$ cat config.mk
export PLATFORM = sky130hd
export DESIGN_NAME = icache_refill_ctrl_flat
export DESIGN_NICKNAME = d
export VERILOG_FILES = /design/src/rtl/icache_refill_ctrl_if.sv /design/src/rtl/icache_refill_ctrl.sv /design/src/flat_wrapper.sv
export SDC_FILE = /design/constraint.sdc
export NUM_CORES = 1
export LEC_CHECK = 0
export ABC_AREA = 1
export CORE_MARGIN = 3
export CORE_UTILIZATION = 35
export DETAILED_ROUTE_END_ITERATION = 10
export GPL_ROUTABILITY_DRIVEN = 0
export GPL_TIMING_DRIVEN = 0
export PLACE_DENSITY = 0.83
export RECOVER_POWER = 50
export SLEW_MARGIN = 20
export SYNTH_ARGS = -nofsm -noshare
export SYNTH_HDL_FRONTEND = slang
export SYNTH_SLANG_ARGS = --single-unit
$ cat constraint.sdc
create_clock -name clk -period 1.5 [get_ports clk]
set_input_delay 0.3 -clock clk [delete_from_list [all_inputs] [get_ports clk]]
set_output_delay 0.3 -clock clk [all_outputs]
set_load 0.03 [all_outputs]
$ cat src/rtl/icache_refill_ctrl_if.sv
// I$ refill bundle: miss request, memory read channel and line-buffer fill port.
// Latency: none (wires only).
// Backpressure: the memory side stalls the controller by withholding mem_gnt_i.
// Ports: master = refill controller, slave = cache/memory environment.
interface icache_refill_ctrl_if #(
    parameter int LINE_WORDS = 8
);
    localparam int IDX_W = $clog2(LINE_WORDS);

    // Miss request from the fetch unit
    logic             miss_i;
    logic [31:0]      miss_paddr_i;
    logic             block_refill_i;
    logic             flush_i;
    // Memory read channel
    logic             mem_req_o;
    logic [31:0]      mem_addr_o;
    logic             mem_gnt_i;
    logic             mem_rvalid_i;
    logic [31:0]      mem_rdata_i;
    logic             mem_err_i;
    // Line-buffer fill and status
    logic             fill_we_o;
    logic [IDX_W-1:0] fill_idx_o;
    logic [31:0]      fill_data_o;
    logic             fill_done_o;
    logic             refill_err_o;
    logic [31:0]      refill_err_tval_o;
    logic             busy_o;

    modport master (
        input  miss_i, miss_paddr_i, block_refill_i, flush_i,
               mem_gnt_i, mem_rvalid_i, mem_rdata_i, mem_err_i,
        output mem_req_o, mem_addr_o, fill_we_o, fill_idx_o, fill_data_o,
               fill_done_o, refill_err_o, refill_err_tval_o, busy_o
    );

    modport slave (
        output miss_i, miss_paddr_i, block_refill_i, flush_i,
               mem_gnt_i, mem_rvalid_i, mem_rdata_i, mem_err_i,
        input  mem_req_o, mem_addr_o, fill_we_o, fill_idx_o, fill_data_o,
               fill_done_o, refill_err_o, refill_err_tval_o, busy_o
    );
endinterface

$ cat src/rtl/icache_refill_ctrl.sv
// I$ line refill controller: critical-word-first, one outstanding read at a time.
// Latency: first request one cycle after miss is accepted; fill writes same cycle as rvalid.
// Backpressure: holds mem_req_o/mem_addr_o until mem_gnt_i; waits indefinitely for rvalid.
// Ports: clk, rst_n (async active-low), bus (master modport of icache_refill_ctrl_if).
// LINE_WORDS must be a power of two in 2..16.
module icache_refill_ctrl #(
    parameter int LINE_WORDS = 8
) (
    input  logic                  clk,
    input  logic                  rst_n,
    icache_refill_ctrl_if.master  bus
);
    localparam int IDX_W  = $clog2(LINE_WORDS);
    localparam int BASE_W = 30 - IDX_W;   // line-address bits above index and byte offset

    typedef enum logic [1:0] {IDLE, REQ, WAIT, DRAIN} state_t;

    state_t            state_q, state_d;
    logic [BASE_W-1:0] base_q, base_d;
    logic [IDX_W-1:0]  start_q, start_d;
    logic [IDX_W-1:0]  cnt_q, cnt_d;
    logic [31:0]       tval_q, tval_d;

    logic [IDX_W-1:0]  cur_idx;
    logic [31:0]       beat_addr;
    logic              last_beat;
    logic              req;
    logic              we;
    logic              done;
    logic              err;

    // Index arithmetic is IDX_W wide, so start+count wraps inside the line for free.
    assign cur_idx   = start_q + cnt_q;
    assign beat_addr = {base_q, cur_idx, 2'b00};
    assign last_beat = (cnt_q == IDX_W'(LINE_WORDS - 1));

    always_ff @(posedge clk or negedge rst_n) begin
        if (!rst_n) begin
            state_q <= IDLE;
            base_q  <= '0;
            start_q <= '0;
            cnt_q   <= '0;
            tval_q  <= '0;
        end else begin
            state_q <= state_d;
            base_q  <= base_d;
            start_q <= start_d;
            cnt_q   <= cnt_d;
            tval_q  <= tval_d;
        end
    end

    always_comb begin
        state_d = state_q;
        base_d  = base_q;
        start_d = start_q;
        cnt_d   = cnt_q;
        tval_d  = tval_q;
        req     = 1'b0;
        we      = 1'b0;
        done    = 1'b0;
        err     = 1'b0;

        unique case (state_q)
            IDLE: begin
                if (bus.miss_i && !bus.block_refill_i && !bus.flush_i) begin
                    state_d = REQ;
                    base_d  = bus.miss_paddr_i[31:IDX_W+2];
                    start_d = bus.miss_paddr_i[IDX_W+1:2];
                    cnt_d   = '0;
                end
            end
            REQ: begin
                req = 1'b1;
                if (bus.flush_i) begin
                    // A granted request still owes a response that must be swallowed.
                    state_d = bus.mem_gnt_i ? DRAIN : IDLE;
                end else if (bus.mem_gnt_i) begin
                    state_d = WAIT;
                end
            end
            WAIT: begin
                if (bus.flush_i) begin
                    if (bus.mem_rvalid_i) state_d = IDLE;
                    else                  state_d = DRAIN;
                end else if (bus.mem_rvalid_i) begin
                    if (bus.mem_err_i) begin
                        err     = 1'b1;
                        tval_d  = beat_addr;
                        state_d = IDLE;
                    end else begin
                        we = 1'b1;
                        if (last_beat) begin
                            done    = 1'b1;
                            state_d = IDLE;
                        end else begin
                            cnt_d   = cnt_q + 1'b1;
                            state_d = REQ;
                        end
                    end
                end
            end
            DRAIN: begin
                if (bus.mem_rvalid_i) state_d = IDLE;
            end
            default: state_d = IDLE;
        endcase
    end

    assign bus.mem_req_o         = req;
    assign bus.mem_addr_o        = (state_q == REQ) ? beat_addr : 32'h0;
    assign bus.fill_we_o         = we;
    assign bus.fill_idx_o        = (state_q == WAIT) ? cur_idx : '0;
    assign bus.fill_data_o       = bus.mem_rdata_i;
    assign bus.fill_done_o       = done;
    assign bus.refill_err_o      = err;
    assign bus.refill_err_tval_o = tval_q;
    assign bus.busy_o            = (state_q != IDLE);
endmodule

$ cat src/flat_wrapper.sv
// flat-port wrapper written by rule: the top's interface ports become plain ports
module icache_refill_ctrl_flat 
#(
    parameter int LINE_WORDS = 8
)
  (clk, rst_n, bus_miss_i, bus_miss_paddr_i, bus_block_refill_i, bus_flush_i, bus_mem_gnt_i, bus_mem_rvalid_i, bus_mem_rdata_i, bus_mem_err_i, bus_mem_req_o, bus_mem_addr_o, bus_fill_we_o, bus_fill_idx_o, bus_fill_data_o, bus_fill_done_o, bus_refill_err_o, bus_refill_err_tval_o, bus_busy_o);
  icache_refill_ctrl_if #(.LINE_WORDS(LINE_WORDS)) bus_i ();
  input  logic clk;
  input  logic rst_n;
  input wire logic [$bits(bus_i.miss_i)-1:0] bus_miss_i;
  input wire logic [$bits(bus_i.miss_paddr_i)-1:0] bus_miss_paddr_i;
  input wire logic [$bits(bus_i.block_refill_i)-1:0] bus_block_refill_i;
  input wire logic [$bits(bus_i.flush_i)-1:0] bus_flush_i;
  input wire logic [$bits(bus_i.mem_gnt_i)-1:0] bus_mem_gnt_i;
  input wire logic [$bits(bus_i.mem_rvalid_i)-1:0] bus_mem_rvalid_i;
  input wire logic [$bits(bus_i.mem_rdata_i)-1:0] bus_mem_rdata_i;
  input wire logic [$bits(bus_i.mem_err_i)-1:0] bus_mem_err_i;
  output wire logic [$bits(bus_i.mem_req_o)-1:0] bus_mem_req_o;
  output wire logic [$bits(bus_i.mem_addr_o)-1:0] bus_mem_addr_o;
  output wire logic [$bits(bus_i.fill_we_o)-1:0] bus_fill_we_o;
  output wire logic [$bits(bus_i.fill_idx_o)-1:0] bus_fill_idx_o;
  output wire logic [$bits(bus_i.fill_data_o)-1:0] bus_fill_data_o;
  output wire logic [$bits(bus_i.fill_done_o)-1:0] bus_fill_done_o;
  output wire logic [$bits(bus_i.refill_err_o)-1:0] bus_refill_err_o;
  output wire logic [$bits(bus_i.refill_err_tval_o)-1:0] bus_refill_err_tval_o;
  output wire logic [$bits(bus_i.busy_o)-1:0] bus_busy_o;
  assign bus_i.miss_i = bus_miss_i;
  assign bus_i.miss_paddr_i = bus_miss_paddr_i;
  assign bus_i.block_refill_i = bus_block_refill_i;
  assign bus_i.flush_i = bus_flush_i;
  assign bus_i.mem_gnt_i = bus_mem_gnt_i;
  assign bus_i.mem_rvalid_i = bus_mem_rvalid_i;
  assign bus_i.mem_rdata_i = bus_mem_rdata_i;
  assign bus_i.mem_err_i = bus_mem_err_i;
  assign bus_mem_req_o = bus_i.mem_req_o;
  assign bus_mem_addr_o = bus_i.mem_addr_o;
  assign bus_fill_we_o = bus_i.fill_we_o;
  assign bus_fill_idx_o = bus_i.fill_idx_o;
  assign bus_fill_data_o = bus_i.fill_data_o;
  assign bus_fill_done_o = bus_i.fill_done_o;
  assign bus_refill_err_o = bus_i.refill_err_o;
  assign bus_refill_err_tval_o = bus_i.refill_err_tval_o;
  assign bus_busy_o = bus_i.busy_o;
  icache_refill_ctrl #(.LINE_WORDS(LINE_WORDS)) u_core (.clk(clk), .rst_n(rst_n), .bus(bus_i));
endmodule
==> flow_summary.yaml <==
routing:
  ant_nets: 0
  drtIter0Drc: 69
  wire_per_inst_um: 19.4
  via_per_inst: 4.99
  wirelength_mm: 13.6
  vias: 3494
  first_pass_iters: 4
  drc: 0
sta:
  tightest_slew_ns: 0.772
  period_share_pct: 140
  setup_viol: 101
  max_freq_ghz: 0.475
  drv_slew: 0
  slew_headroom_pct: 48.6
  min_period_ns: 2.10
  report.final.hold_viol_count: 0
  fin_ws_ns: -0.604
  rsz0062_at_grt: "yes"
  tns_ns: -27.29
  fin_worst_skew_ns: 0.00627
power:
  intPower_w: 0.00767
  power_w: 0.0142
  swShare_pct: 46.1
  power_switching_w: 0.00655
  leakagePower_nw: 3.20
  p_clk_share_pct: 10.6
  seqPwrFrac_pct: 21.6
  powerDensity_nw_per_um2: 2100
  p_comb_share_pct: 67.8
  irDropWorstVdd_v: 0.00126
placement:
  place_inst: 623
  place.port_buffers: 137
  hpwl_mm: 7.28
  dpl-instance-area_um2: 5000
floorplan:
  core-area_um2: 8460
  die_height_um: 101
  die_w_um: 101
  ioPinCount: 176
  num_rows: 33
  die_area_um2: 10100
  start_util_pct: 37.0
min_path:
  min-delay-path-class: "reg -> reg"
setup_path:
  cp_slowest_cell: "dfrtp_1"
  cp_cell_sequence: "ha_2 > inv_2 > fa_2 > inv_2 > nand2_2 > nand2_4 > inv_4 > nor2_4 > buf_6"
  endpoint_kind: "output port"
  cp_num_buf_inv: 4
  cpPeakStageDelay_ns: 0.39
  cp_max_fo: 2
  crit_family: "adder cells"
  path_class: "reg -> out"
  crit_arrival_ns: 1.80
  start_kind: "register"
  crit_top_cell: "inv_2"
  critPathRequiredTime_ns: 1.20
grt:
  grt_pass1_wl_mm: 17.7
  use_met3_pct: 4.57
  grt_usage_pct: 22.7
  top_usage_layer: "met2"
  antenna_found_initial: 0
  grt_max_degree: 38
  use_met1_pct: 26.3
  use_met2_pct: 41.8
  gr-total-overflow: 0
  first_global_vias: 3533
clock_tree:
  clkTransAtPathRegs_ns: 0.07
  cts-buffers-inserted: 9
  worstSkewPairLatency_ns: 0.34
  clockBufferDepth: 2
  cts_max_level: 3
  cts.sinks: 65
  clockRootBuffer: "clkbuf_8"
  cts_tree: "done"
yosys:
  async_flop_share_pct: 100
  syn_area_um2: 3130
  ys_types: 24
  synth_top_flop_cell: "dfrtp_1"
  ys_ff_latch: 65
  synth_top_area_cell: "dfrtp_1"
  synth.area.top_cells: "dfrtp_1, buf_4, nor2_1"
  yosys_warnings: 0
  seq_area_frac_synth_pct: 52.0
  synthCells: 377
  synth_edf_count: 0
  synth_common_cells: "nor2_1, dfrtp_1, nand2_1, inv_1, buf_4"
  syn_avg_cell_area_um2: 8.30
  yosysMostFrequentCell: "nor2_1"
  yosysTopAreaCellShare_pct: 52.0
run_status:
  status: "finished with violations"
  violations: "negative setup slack"
layout:
  n_antenna_cell: 0
  area_growth_pct: 116
  drive_gt1_share_pct: 55.5
  fin_util_pct: 79.9
  final_nets: 667
  stdcell_count: 700
  fin_area_um2: 6770
job:
  maxCapViolCount: 0
worst min-delay path, stage by stage, from the launching register on:
cell	delay, ns
dfrtp_1	0.36
nand2_2	0.06
o21ai_2	0.04
per-stage QoR:
stage          worst slack, ns  hold slack (ns)
3_5_place_dp            -0.856            0.253
4_1_cts                 -0.554            0.459
5_1_grt                 -0.650            0.524
6_report                -0.604            0.497
3_3_place_gp             -1.94            0.468
2_1_floorplan           -0.117          0.00441
cells in the final DEF (no fill, tap or decap), drive strengths merged:
cell and count:
buf 140, nor2 72, clkdlybuf4s50 67, dfrtp 65
nand2 63, inv 46, o21ai 32, dlygate4sd2 31
a21oi 29, clkbuf 22, nand3 9, conb 4
ha 3, clkinv 3, nand3b 2, xor2 1
xnor2 1, nor3 1, and2 1, fa 1
bufinv 1, dlygate4sd3 1
power by group through the flow:
stage	combinational [W]	sequential [W]	clock (W)
finish	0.00964	0.00307	0.00151
global route	0.0101	0.00314	0.00159
CTS	0.00843	0.00297	0.00151
detailed placement	0.00688	0.00298	0
global placement	0.00673	0.00293	0
floorplan	0.00362	0.00369	0
flip-flops by register name, summed over array words and instances, names as in the netlist:
register	cells
u_core.cnt_q	3
u_core.start_q	3
u_core.base_q	27
u_core.state_q	2
u_core.bus.refill_err_tval_o	30
cells by family (layout without fill, tap and decap cells):
family | count (synthesis) | in the layout | synth area share, %
simple gates | 146 | 148 | 18.9
buf+inv | 98 | 311 | 16.8
flops | 65 | 65 | 52.0
compound gates | 61 | 61 | 9.76
fa+ha+maj | 4 | 4 | 1.84
xor+xnor | 2 | 2 | 0.560
other cells | 1 | 4 | 0.120
final timing paths:
path	start	end	slack [ns]	cells after the start
max	u_core.cnt_q[0]$_DFFE_PN0P_	bus_fill_idx_o[2]	-0.60	9
max reg2reg	u_core.state_q[1]$_DFFE_PN0P_	u_core.base_q[5]$_DFFE_PN0P_	-0.26	10
min reg2reg	u_core.bus.refill_err_tval_o[6]$_DFFE_PN0P_	u_core.bus.refill_err_tval_o[6]$_DFFE_PN0P_	0.50	2
max in group asynchronous	rst_n	u_core.bus.refill_err_tval_o[12]$_DFFE_PN0P_	0.17	3
min in group asynchronous	rst_n	u_core.bus.refill_err_tval_o[30]$_DFFE_PN0P_	0.59	2
min	u_core.bus.refill_err_tval_o[6]$_DFFE_PN0P_	u_core.bus.refill_err_tval_o[6]$_DFFE_PN0P_	0.50	2
metal layers:
metal | vias to the layer above | part of all wire, %
li1 | 1561 | -
met1 | 1722 | 36
met2 | 175 | 55
met3 | 36 | 6.1
met4 | 0 | 3.3
met5 | - | 0
cell type report:
class	count	area (um^2)
inverters	47	194
plain buffers	50	500
multi-input cells	219	1870
repair buffers	199	2250
well taps	105	131
flip-flops and latches	65	1630
clock buffers	12	155
clock inverters	3	40.0
fillers	507	1700
what timing repair did:
action	4_1_cts	5_1_grt
endpoints found under the hold margin	28	0
hold buffers	1	0
endpoints found under the setup margin	125	102
setup buffers	39	13
gates cloned	6	8
gates resized for setup	404	156
pin swaps	10	16
Note: power is estimated with default switching activity, not from simulation.
